--- config.mk ---
export PLATFORM = sky130hd
export DESIGN_NAME = arbitro_memoria
export DESIGN_NICKNAME = d
export VERILOG_FILES = /design/src/rtl/arbitro_memoria.sv
export SDC_FILE = /design/constraint.sdc
export NUM_CORES = 1
export LEC_CHECK = 0
export ABC_AREA = 1
export BUFFER_PORTS_ARGS = -buffer_cell sky130_fd_sc_hd__buf_2
export CAP_MARGIN = 30
export CORE_ASPECT_RATIO = 0.9
export CORE_MARGIN = 10
export CORE_UTILIZATION = 40
export CTS_BUF_LIST = sky130_fd_sc_hd__clkbuf_16
export DETAILED_ROUTE_END_ITERATION = 10
export GPL_TIMING_DRIVEN = 1
export PLACE_DENSITY = 0.71
export SLEW_MARGIN = 20
export SYNTH_ARGS = -nofsm -noshare
export SYNTH_HDL_FRONTEND = slang
export SYNTH_SLANG_ARGS = --single-unit
--- constraint.sdc ---
create_clock -name clock -period 3.9 [get_ports clock]
set_input_delay 0.39 -clock clock [delete_from_list [all_inputs] [get_ports clock]]
set_output_delay 0.39 -clock clock [all_outputs]
set_load 0.03 [all_outputs]
--- src/rtl/arbitro_memoria.sv ---
// Round-robin arbiter sharing one memory port between fetch and load/store.
// Registers the winner onto the port, returns data with a one-cycle ack.
module arbitro_memoria #(
  parameter int WIDTH   = 32,
  parameter int TIMEOUT = 16
) (
  input  logic             clock,
  input  logic             reset,
  input  logic             req0,
  input  logic [WIDTH-1:0] addr0,
  input  logic             req1,
  input  logic [WIDTH-1:0] addr1,
  input  logic [WIDTH-1:0] wdata1,
  input  logic             we1,
  output logic             ack0,
  output logic             ack1,
  output logic [WIDTH-1:0] rdata,
  output logic             erro,
  output logic             seletor,
  output logic             mem_req,
  output logic [WIDTH-1:0] mem_addr,
  output logic [WIDTH-1:0] mem_wdata,
  output logic             mem_we,
  input  logic             mem_ready,
  input  logic [WIDTH-1:0] mem_rdata
);

  localparam int WDW = (TIMEOUT > 1) ? $clog2(TIMEOUT) : 1;
  localparam logic [WDW-1:0] WD_LAST = WDW'(TIMEOUT - 1);

  typedef enum logic [1:0] {
    IDLE = 2'd0,
    BUSY = 2'd1,
    DONE = 2'd2
  } state_t;

  state_t           state_q;
  logic             ptr_q;
  logic [WDW-1:0]   wd_q;
  logic             ack0_q;
  logic             ack1_q;
  logic [WIDTH-1:0] rdata_q;
  logic             erro_q;
  logic             sel_q;
  logic             mem_req_q;
  logic [WIDTH-1:0] addr_q;
  logic [WIDTH-1:0] wdata_q;
  logic             we_q;

  logic             win_d;
  logic             to_hit;

  // Winner: sole requester, else the one not granted last time.
  always_comb begin
    win_d = req1;
    if (req0 && req1) begin
      win_d = ~ptr_q;
    end
    to_hit = (TIMEOUT != 0) && (wd_q == WD_LAST);
  end

  // Grant / access / acknowledge sequencer with registered port outputs.
  always_ff @(posedge clock or posedge reset) begin
    if (reset) begin
      state_q   <= IDLE;
      ptr_q     <= 1'b1;
      wd_q      <= '0;
      ack0_q    <= 1'b0;
      ack1_q    <= 1'b0;
      rdata_q   <= '0;
      erro_q    <= 1'b0;
      sel_q     <= 1'b0;
      mem_req_q <= 1'b0;
      addr_q    <= '0;
      wdata_q   <= '0;
      we_q      <= 1'b0;
    end else begin
      unique case (state_q)
        IDLE: begin
          ack0_q <= 1'b0;
          ack1_q <= 1'b0;
          erro_q <= 1'b0;
          if (req0 || req1) begin
            sel_q     <= win_d;
            ptr_q     <= win_d;
            addr_q    <= win_d ? addr1 : addr0;
            wdata_q   <= win_d ? wdata1 : '0;
            we_q      <= win_d & we1;
            mem_req_q <= 1'b1;
            wd_q      <= '0;
            state_q   <= BUSY;
          end
        end
        BUSY: begin
          if (mem_ready) begin
            rdata_q   <= we_q ? '0 : mem_rdata;
            ack0_q    <= ~sel_q;
            ack1_q    <= sel_q;
            erro_q    <= 1'b0;
            mem_req_q <= 1'b0;
            state_q   <= DONE;
          end else if (to_hit) begin
            rdata_q   <= '0;
            ack0_q    <= ~sel_q;
            ack1_q    <= sel_q;
            erro_q    <= 1'b1;
            mem_req_q <= 1'b0;
            state_q   <= DONE;
          end else begin
            wd_q <= wd_q + 1'b1;
          end
        end
        DONE: begin
          ack0_q  <= 1'b0;
          ack1_q  <= 1'b0;
          erro_q  <= 1'b0;
          state_q <= IDLE;
        end
        default: begin
          state_q <= IDLE;
        end
      endcase
    end
  end

  assign ack0      = ack0_q;
  assign ack1      = ack1_q;
  assign rdata     = rdata_q;
  assign erro      = erro_q;
  assign seletor   = sel_q;
  assign mem_req   = mem_req_q;
  assign mem_addr  = addr_q;
  assign mem_wdata = wdata_q;
  assign mem_we    = we_q;

endmodule

==> flow_summary.yaml, run 1 <==
run_status:
  status: "completed"
clock_tree:
  numCtsBuffers: 9
  clk_path_buf_depth: 2
  postCtsSetupRepairBufs: 0
  cts_resized: 0
  clk_latency_ns: 0.35
  h-tree-depth: 3
  cts-root-buf: "clkbuf_16"
  cts_tree: "built"
  cts_hold_buf: 0
  clk_pin_slew_ns: 0.07
  cts_sinks: 109
placed_design:
  routabilityCongestion: 0.8002
  place_ws_ns: 1.922
  placed_area_um2: 6033
  place_hpwl_mm: 10.42
  portBuffers: 235
setup_path:
  crit_fanout: 38
  end_kind: "register"
  crit_type: "reg2reg"
  crit_required_ns: 4.15
  cp-start-kind: "register"
  crit_arrival_ns: 2.05
global_routing:
  grt_pass1_vias: 4171
  antenna_found_initial: 1
  gr-total-overflow: 0
  grt_pass1_wl_mm: 21.47
  grt_max_degree: 68
  grt_usage_pct: 16.00
sta:
  setup_viol: 0
  hold_violations: 0
  fin_setup_tns_ns: 0
  fin_crit_sh_pct: 45.98
  slew_viol_final: 0
  finalWorstSetupSlack_ns: 2.107
  worst_pin_slew_ns: 0.8340
  max_freq_mhz: 557.6
  fin_crit_ns: 1.793
  slew_headroom_pct: 44.19
  rsz0062_at_grt: "no"
  fin_worst_skew_ns: 0.009632
detailed_routing:
  first_iter_violations: 271
  drc: 0
  final_antenna_net_count: 0
  drt_wl_total_mm: 13.86
  post_drt_wl_per_cell_um: 14.33
  dr.pass1.iters: 4
  vias: 4301
  detail_route.vias_per_cell: 4.448
job:
  maxCapViolations: 0
power:
  leakage_nw: 3.684
  powerDensity_nw_per_um2: 874.3
  ir_drop_mv: 0.4905
  finalPower_mw: 5.559
synthesis:
  yosys.area_share.adder_pct: 0.2631
  synthArstFlopShare_pct: 100.0
  synth_ff_type: "dfrtp_1"
  syn_avg_cell_area_um2: 8.144
  synth_compound_area_share_pct: 10.81
  synth-seq-area-share_pct: 57.38
  syn_inst: 584
  synth_edf_count: 0
  synth_nets: 719
  synth_warnings: 0
  ys_ff_latch: 109
  synthXorXnorAreaFrac_pct: 0.1842
  netlist_area_um2: 4756
  synth_top_family_by_area: "simple AND/OR/NAND/NOR gates"
  synthSimpleGateAreaFrac_pct: 21.44
  synth_cell_types: 22
  muxShareOfSynthArea_pct: 0
layout:
  layout_common_cells: "235 x buf_2, 212 x nand2_1, 108 x dfrtp_1"
  post-route-cell-area_um2: 6359
  n_antenna_cell: 0
  layout_commonest_cell: "buf_2"
  drive_gt1_share_pct: 32.92
  area_growth_pct: 33.70
  nets: 941
worst_hold_path:
  hp-class: "in2async"
floorplan:
  dieHeight_um: 123.4
  initial_core_util_pct: 41.26
  die_w_um: 134.9
  coreArea_um2: 11530
  rows: 37
  num_io_pins: 236
  dieArea_um2: 16660
==> critical path, stage by stage, from the launching register on <==
cell,delay [ns]
dfrtp_1,0.43
nor2_1,0.29
o21ai_4,0.31
inv_4,0.38
nand2_1,0.08
o21ai_0,0.19
==> layer usage <==
| layer | vias up | global-route usage [%] | routed length [um] |
|---|---|---|---|
| met2 | 167 | 25.49 | 6321 |
| li1 | 2218 | - | - |
| met3 | 11 | 8.719 | 1580 |
| met1 | 1903 | 18.70 | 5862 |
| met4 | 2 | 3.629 | 77 |
| met5 | - | 0 | 13 |
==> registers in the layout, indices dropped and copies added (netlist names), 2 cells and up <==
register and flops:
state_q 2, mem_addr 32, mem_wdata 32, wd_q 4, rdata 32
==> area by class of cell <==
type                            count  area (um^2)
Sequential cell                   109         2729
Multi-Input combinational cell    368         1565
Tap cell                          156        195.2
Timing Repair Buffer              242         1281
Inverter                           76        290.3
Clock buffer                        9        225.2
Fill cell                        1093         5169
Clock inverter                      7        72.57
==> worst paths after layout <==
check / from / end / slack [ns] / depth (start not counted)
max in group asynchronous: reset / mem_addr[29]$_DFFE_PP0P_ / 3.27 / 3
min in group clock: mem_ready / erro$_DFFE_PP0P_ / 0.27 / 2
max reg2reg: state_q[0]$_DFFE_PP0P_ / mem_addr[25]$_DFFE_PP0P_ / 2.11 / 5
max: state_q[0]$_DFFE_PP0P_ / mem_addr[25]$_DFFE_PP0P_ / 2.11 / 5
min: reset / mem_wdata[1]$_DFFE_PP0P_ / 0.05 / 2
min reg2reg: mem_addr[15]$_DFFE_PP0P_ / mem_addr[15]$_DFFE_PP0P_ / 0.48 / 2
==> power breakdown <==
group          internal (mW)  switching, mW
clock                  0.501          0.414
combinational          0.728           1.96
sequential              1.66          0.290
==> through the flow <==
step / hold WS, ns / util [%] / instances
floorplan: 0.4465 / - / 584
global placement: 0.4623 / 52.10 / 949
detailed placement: 0.4332 / 52.34 / 950
CTS: 0.05560 / 54.92 / 966
global route: 0.06922 / 55.16 / 967
finish: 0.04639 / 55.16 / 967
==> cells by family after synthesis <==
logic type               after synthesis
XOR/XNOR                               1
buffers and inverters                107
AO/OA/AOI/OAI                        102
flip-flops                           109
AND/OR/NAND/NOR                      264
adder cells (fa/ha/maj)                1
==> cells in the mapped netlist, types with 2 or more instances <==
| master | number | share of area (%) |
|---|---|---|
| nand2_1 | 213 | 17 |
| dfrtp_1 | 108 | 57 |
| o21ai_0 | 80 | 8.4 |
| inv_1 | 73 | 5.8 |
| nor2_1 | 38 | 3.0 |
| o21ai_1 | 21 | 2.2 |
| buf_2 | 12 | 1.3 |
| nand3_1 | 10 | 1.1 |
| buf_4 | 9 | 1.4 |
| clkbuf_1 | 5 | 0.39 |
| clkbuf_2 | 3 | 0.32 |
| buf_6 | 2 | 0.47 |
(Power assumes the default switching activity.)
==> run 2, diff against run 1 <==
--- a/config.mk
+++ b/config.mk
@@ -5,7 +5,7 @@
 export SDC_FILE = /design/constraint.sdc
 export NUM_CORES = 1
 export LEC_CHECK = 0
-export ABC_AREA = 1
+export ABC_AREA = 0
 export BUFFER_PORTS_ARGS = -buffer_cell sky130_fd_sc_hd__buf_2
 export CAP_MARGIN = 30
 export CORE_ASPECT_RATIO = 0.9
@@ -14,7 +14,7 @@
 export CTS_BUF_LIST = sky130_fd_sc_hd__clkbuf_16
 export DETAILED_ROUTE_END_ITERATION = 10
 export GPL_TIMING_DRIVEN = 1
-export PLACE_DENSITY = 0.71
+export PLACE_DENSITY = 0.73
 export SLEW_MARGIN = 20
 export SYNTH_ARGS = -nofsm -noshare
 export SYNTH_HDL_FRONTEND = slang
==> constraint.sdc (replaced) <==
create_clock -name clock -period 1.7 [get_ports clock]
set_input_delay 0.17 -clock clock [delete_from_list [all_inputs] [get_ports clock]]
set_output_delay 0.17 -clock clock [all_outputs]
set_load 0.03 [all_outputs]
==> run 2 against run 1 <==
  * The flow now finishes with violations (hold timing)
  * Power grew 130%
  * Clock power is 130% higher
  * Via count decreased by 18%
  * Critical path depth unchanged
  * First-iteration DRC count decreased by 27%
  * Cell area fell by 5.8%
  * Hold slack lost 0.054 ns
  * Global-route usage is 0.74 points lower
  * Maximum frequency increased by 18%
  * Die area is 7.4% lower
  * Area after synthesis down 8.7%
  * Register-to-register slack got worse by 1.9 ns
  * Largest power group unchanged
==> flow_summary.yaml, run 2 <==
sta:
  max_freq_mhz: 658.1
  slew_headroom_pct: 62.81
  fin_setup_tns_ns: 0
  finalWorstSetupSlack_ns: 0.1805
  fin_crit_sh_pct: 89.38
  hold_violations: 9
  fin_worst_skew_ns: 0.007154
  fin_crit_ns: 1.519
  slew_viol_final: 0
  worst_pin_slew_ns: 0.5558
  rsz0062_at_grt: "no"
  setup_viol: 0
  hold_ws_ns: -0.007981
synthesis:
  synth_commonest_cells: "108 x dfrtp_1, 65 x a22o_1, 37 x nand2_1"
  synth_warnings: 0
  synth_nets: 474
  synth_top_area_share_pct: 62.25
  synth_top_cell_by_area: "dfrtp_1"
  synth_cell_types: 32
  synth_most_common_cell: "dfrtp_1"
  synthArstFlopShare_pct: 100.0
  ys_ff_latch: 109
  syn_avg_cell_area_um2: 12.81
  syn_inst: 339
  synth-seq-area-share_pct: 62.85
  netlist_area_um2: 4342
  synth_ff_type: "dfrtp_1"
  synth_edf_count: 0
  synth_area_leaders: "dfrtp_1 62%, a22o_1 13%, mux2i_1 7.6%"
setup_path:
  slowest_delay_ns: 0.41
  cp-start-kind: "register"
  path_cells: "ha_1, and3_4, o21ai_4, buf_12, a22o_1"
  cpMaxStageDelayCell: "dfrtp_1"
  crit_required_ns: 1.97
  crit_fanout: 32
  end_kind: "register"
  crit_arrival_ns: 1.79
  crit_type: "reg2reg"
global_routing:
  grt_pass1_wl_mm: 19.15
  gr-total-overflow: 0
  grt_usage_pct: 15.26
  antenna_found_initial: 0
  grt_max_degree: 110
  grt_pass1_vias: 3730
placed_design:
  place_ws_ns: 0.1710
  portBuffers: 235
  routabilityCongestion: 0.7972
  placed_area_um2: 5683
  place_hpwl_mm: 9.329
power:
  leakage_nw: 3.251
  powerDensity_nw_per_um2: 2137
  ir_drop_mv: 1.084
run_status:
  violations: "hold timing"
  status: "complete, but fails checks"
job:
  maxCapViolations: 0
detailed_routing:
  vias: 3528
  post_drt_wl_per_cell_um: 17.41
  final_antenna_net_count: 0
  dr.pass1.iters: 6
  drt_wl_total_mm: 12.31
  detail_route.vias_per_cell: 4.990
  first_iter_violations: 199
  drc: 0
layout:
  post-route-cell-area_um2: 5992
  layout_commonest_cell: "buf_2"
  area_growth_pct: 38.01
  n_antenna_cell: 0
  drive_gt1_share_pct: 47.04
  nets: 704
  layout_common_cells: "235 x buf_2, 108 x dfrtp_1, 65 x a22o_1"
clock_tree:
  cts-root-buf: "clkbuf_16"
  cts_tree: "built"
  h-tree-depth: 3
  clk_path_buf_depth: 2
  numCtsBuffers: 9
  cts_sinks: 109
  clk_pin_slew_ns: 0.07
  clk_latency_ns: 0.34
floorplan:
  dieArea_um2: 15430
  num_io_pins: 236
  initial_core_util_pct: 40.50
  rows: 36
  die_w_um: 129.8
  dieHeight_um: 118.8
  coreArea_um2: 10720
worst_hold_path:
  hp-class: "in2async"
## run 2: layout make-up
cell class / count / area [um^2]
Clock buffer: 9 / 225.2
Clock inverter: 7 / 81.33
Fill cell: 922 / 4728
Inverter: 5 / 22.52
Multi-Input combinational cell: 200 / 1449
Sequential cell: 109 / 2729
Tap cell: 133 / 166.4
Timing Repair Buffer: 244 / 1319
## run 2: cell families (layout without fill, tap and decap cells)
logic type	after synthesis	after routing	synth area share (%)
AOI/OAI and AO/OA	110	110	19.16
DFF	109	109	62.85
adders and majority gates	1	1	0.2881
muxes	33	33	7.608
and+or+nand+nor	56	56	5.764
buffers and inverters	30	265	4.323
## run 2: path summary, 6_finish.rpt
path                                     startpoint                        to  slack, ns  cells past startpoint
min reg2reg                mem_addr[11]$_DFFE_PP0P_  mem_addr[11]$_DFFE_PP0P_       0.48                      2
max in group asynchronous                     reset  mem_addr[31]$_DFFE_PP0P_       1.29                      3
max reg2reg                     wd_q[0]$_DFFE_PP0P_     rdata[11]$_DFFE_PP0P_       0.18                      5
min                                           reset      rdata[4]$_DFFE_PP0P_     -0.008                      3
max                             wd_q[0]$_DFFE_PP0P_     rdata[11]$_DFFE_PP0P_       0.18                      5
min in group clock                    mem_rdata[18]     rdata[18]$_DFFE_PP0P_       0.04                      2
## run 2: routing by layer
| metal | vias to the layer above | wire [um] | global-route usage [%] |
|---|---|---|---|
| li1 | 1681 | - | - |
| met1 | 1689 | 4933 | 18.00 |
| met2 | 145 | 6136 | 25.68 |
| met3 | 13 | 1146 | 5.809 |
| met4 | 0 | 89 | 3.581 |
| met5 | - | 0 | 0 |
## run 2: metrics by stage
step / std cells / utilization [%] / power, mW / hold WS [ns]
2_1_floorplan: 339 / - / 8.734 / 0.3025
3_3_place_gp: 691 / 53.01 / 10.61 / 0.3691
3_5_place_dp: 691 / 53.01 / 10.78 / 0.3884
4_1_cts: 707 / 55.87 / 12.98 / 0.01978
5_1_grt: 707 / 55.89 / 13.59 / 0.02970
6_report: 707 / 55.89 / 12.80 / -0.007981
## run 2: repair_timing
action,4_1_cts,5_1_grt
buffers inserted,0,0
setup endpoints to repair,0,1
hold buffers,0,0
gates resized for setup,0,1
## run 2: power breakdown
group / switching [mW] / internal (mW)
combinational: 4.13 / 2.05
clock: 0.984 / 1.17
sequential: 0.669 / 3.80
total: 5.78 / 7.02
## run 2: worst max-delay path, delay by kind of cell (launching register included)
kind                     cells  cell delay (ns)
AO/OA/AOI/OAI                2             0.40
flip-flops                   1             0.41
adder cells (fa/ha/maj)      1             0.24
AND/OR/NAND/NOR              1             0.18
buffers and inverters        1             0.22
==> run 3, diff against run 2 <==
--- a/config.mk
+++ b/config.mk
@@ -14,6 +14,7 @@
 export CTS_BUF_LIST = sky130_fd_sc_hd__clkbuf_16
 export DETAILED_ROUTE_END_ITERATION = 10
 export GPL_TIMING_DRIVEN = 1
+export MAX_ROUTING_LAYER = met4
 export PLACE_DENSITY = 0.73
 export SLEW_MARGIN = 20
 export SYNTH_ARGS = -nofsm -noshare
==> run 3 against run 2 <==
  * The run still ends with hold timing left
  * Global-route usage rose by 0.46 points
  * Cell area did not move
  * Wire length rose by 0.44%
  * Clock skew fell by 0.00075 ns
  * Largest power group unchanged
==> flow_summary.yaml, run 3 (synthesis results as in run 2) <==
setup_path:
  crit_arrival_ns: 1.80
  r2r_start: "wd_q[0]$_DFFE_PP0P_"
  r2r_cells: 5
  critPathLaunch: "wd_q[0]$_DFFE_PP0P_"
  path_cells: "ha_1, and3_4, o21ai_4, buf_12, a22o_1"
  end_kind: "register"
  cp-start-kind: "register"
  slowest_delay_ns: 0.41
  r2r_slack_ns: 0.17
  cpMaxStageDelayCell: "dfrtp_1"
  crit_fanout: 32
  path_delay_family: "flip-flops"
  timing.rr.end: "rdata[28]$_DFFE_PP0P_"
  critical_path_depth: 5
  endpoint: "rdata[28]$_DFFE_PP0P_"
  crit_required_ns: 1.97
  cp.buffers_inverters: 1
  crit_type: "reg2reg"
clock_tree:
  cts_sinks: 109
  cts_hold_buf: 0
  clk_pin_slew_ns: 0.08
  numCtsBuffers: 9
  cts_tree: "built"
  clk_latency_ns: 0.33
  cts-root-buf: "clkbuf_16"
  clk_path_buf_depth: 2
  h-tree-depth: 3
floorplan:
  rows: 36
  dieHeight_um: 118.8
  coreArea_um2: 10720
  dieArea_um2: 15430
  die_w_um: 129.8
  initial_core_util_pct: 40.50
  num_io_pins: 236
run_status:
  violations: "hold timing"
  status: "complete, but fails checks"
sta:
  fin_crit_ns: 1.525
  max_freq_mhz: 655.7
  rsz0062_at_grt: "no"
  slew_viol_final: 0
  hold_violations: 3
  fin_crit_sh_pct: 89.72
  worst_pin_slew_ns: 0.5706
  fin_setup_tns_ns: 0
  setup_viol: 0
  fin_worst_skew_ns: 0.006408
  slew_headroom_pct: 61.82
  hold_ws_ns: -0.003690
detailed_routing:
  post_drt_wl_per_cell_um: 17.48
  final_antenna_net_count: 0
  vias: 3511
  dr.pass1.iters: 4
  drt_wl_total_mm: 12.36
  first_iter_violations: 197
  detail_route.vias_per_cell: 4.966
  drc: 0
layout:
  area_growth_pct: 38.01
  finalNonFillerCells: 707
  layout_commonest_cell: "buf_2"
  layout_common_cells: "235 x buf_2, 108 x dfrtp_1, 65 x a22o_1"
  n_antenna_cell: 0
  drive_gt1_share_pct: 47.04
  nets: 704
  post-route-cell-area_um2: 5992
global_routing:
  antenna_found_initial: 0
  grt_pass1_vias: 3748
  grt_usage_pct: 15.71
  grt_pass1_wl_mm: 19.14
  gr-total-overflow: 0
  grt_max_degree: 110
power:
  clock_power_share_pct: 16.8
  power.internal_mw: 7.021
  pwr-share-comb_pct: 48.3
  p_sw_share_pct: 45.24
  p_switching_mw: 5.799
  powerDensity_nw_per_um2: 2140
  leakage_nw: 3.251
  pwr-share-seq_pct: 34.9
  finalPower_mw: 12.82
  ir_drop_mv: 1.101
job:
  maxCapViolations: 0
placed_design:
  placed_area_um2: 5683
  dp_cells: 691
  portBuffers: 235
  routabilityCongestion: 0.8086
  place_hpwl_mm: 9.329
worst_hold_path:
  hp-class: "in2async"
==> run 3: cell counts in the layout (fill, tap and decap cells not counted) <==
No cell type changed its count.
==> run 3: layer usage <==
metal | GRT usage, % | share of wire, %
met1 | 18.72 | 42
met2 | 25.81 | 50
met3 | 4.523 | 7.4
met4 | 3.581 | 0.87
met5 | - | 0
==> run 3: cell type report <==
| class | instances | area (um^2) |
|---|---|---|
| multi-input combinational | 200 | 1449 |
| clock inverter | 7 | 81.33 |
| sequential | 109 | 2729 |
| timing repair buffer | 244 | 1319 |
| tap | 133 | 166.4 |
| fill | 922 | 4728 |
| clock buffer | 9 | 225.2 |
| inverter | 5 | 22.52 |
==> run 3: how the worst min path moves through the flow <==
stage / end / slack, ns / cells past startpoint
floorplan: rdata[25]$_DFFE_PP0P_ / 0.30 / 1
global placement: mem_wdata[2]$_DFFE_PP0P_ / 0.37 / 3
detailed placement: rdata[4]$_DFFE_PP0P_ / 0.39 / 3
CTS: rdata[3]$_DFFE_PP0P_ / 0.02 / 3
global route: rdata[1]$_DFFE_PP0P_ / 0.03 / 2
finish: rdata[4]$_DFFE_PP0P_ / -0.004 / 3
==> run 3: what timing repair did <==
item,4_1_cts,5_1_grt
setup endpoints to repair,0,1
resized for setup,0,1
setup buffers,0,0
==> run 3: power groups by stage <==
stage,sequential (mW),clock (mW),combinational [mW]
floorplan,6.74,0,1.99
global placement,4.48,0,6.13
detailed placement,4.49,0,6.29
CTS,4.48,2.22,6.28
global route,4.64,2.34,6.61
finish,4.47,2.16,6.19
==> run 3: tightest hold or removal path, delay by kind of cell <==
family / cells / cell delay (ns)
buffers and inverters: 3 / 0.61
==> run 3: per-stage QoR <==
stage	hold slack [ns]	setup slack, ns	util [%]
2_1_floorplan	0.3025	0.2153	-
3_3_place_gp	0.3691	0.2333	53.01
3_5_place_dp	0.3884	0.1710	53.01
4_1_cts	0.01978	0.1541	55.87
5_1_grt	0.02968	0.07082	55.89
6_report	-0.003690	0.1748	55.89
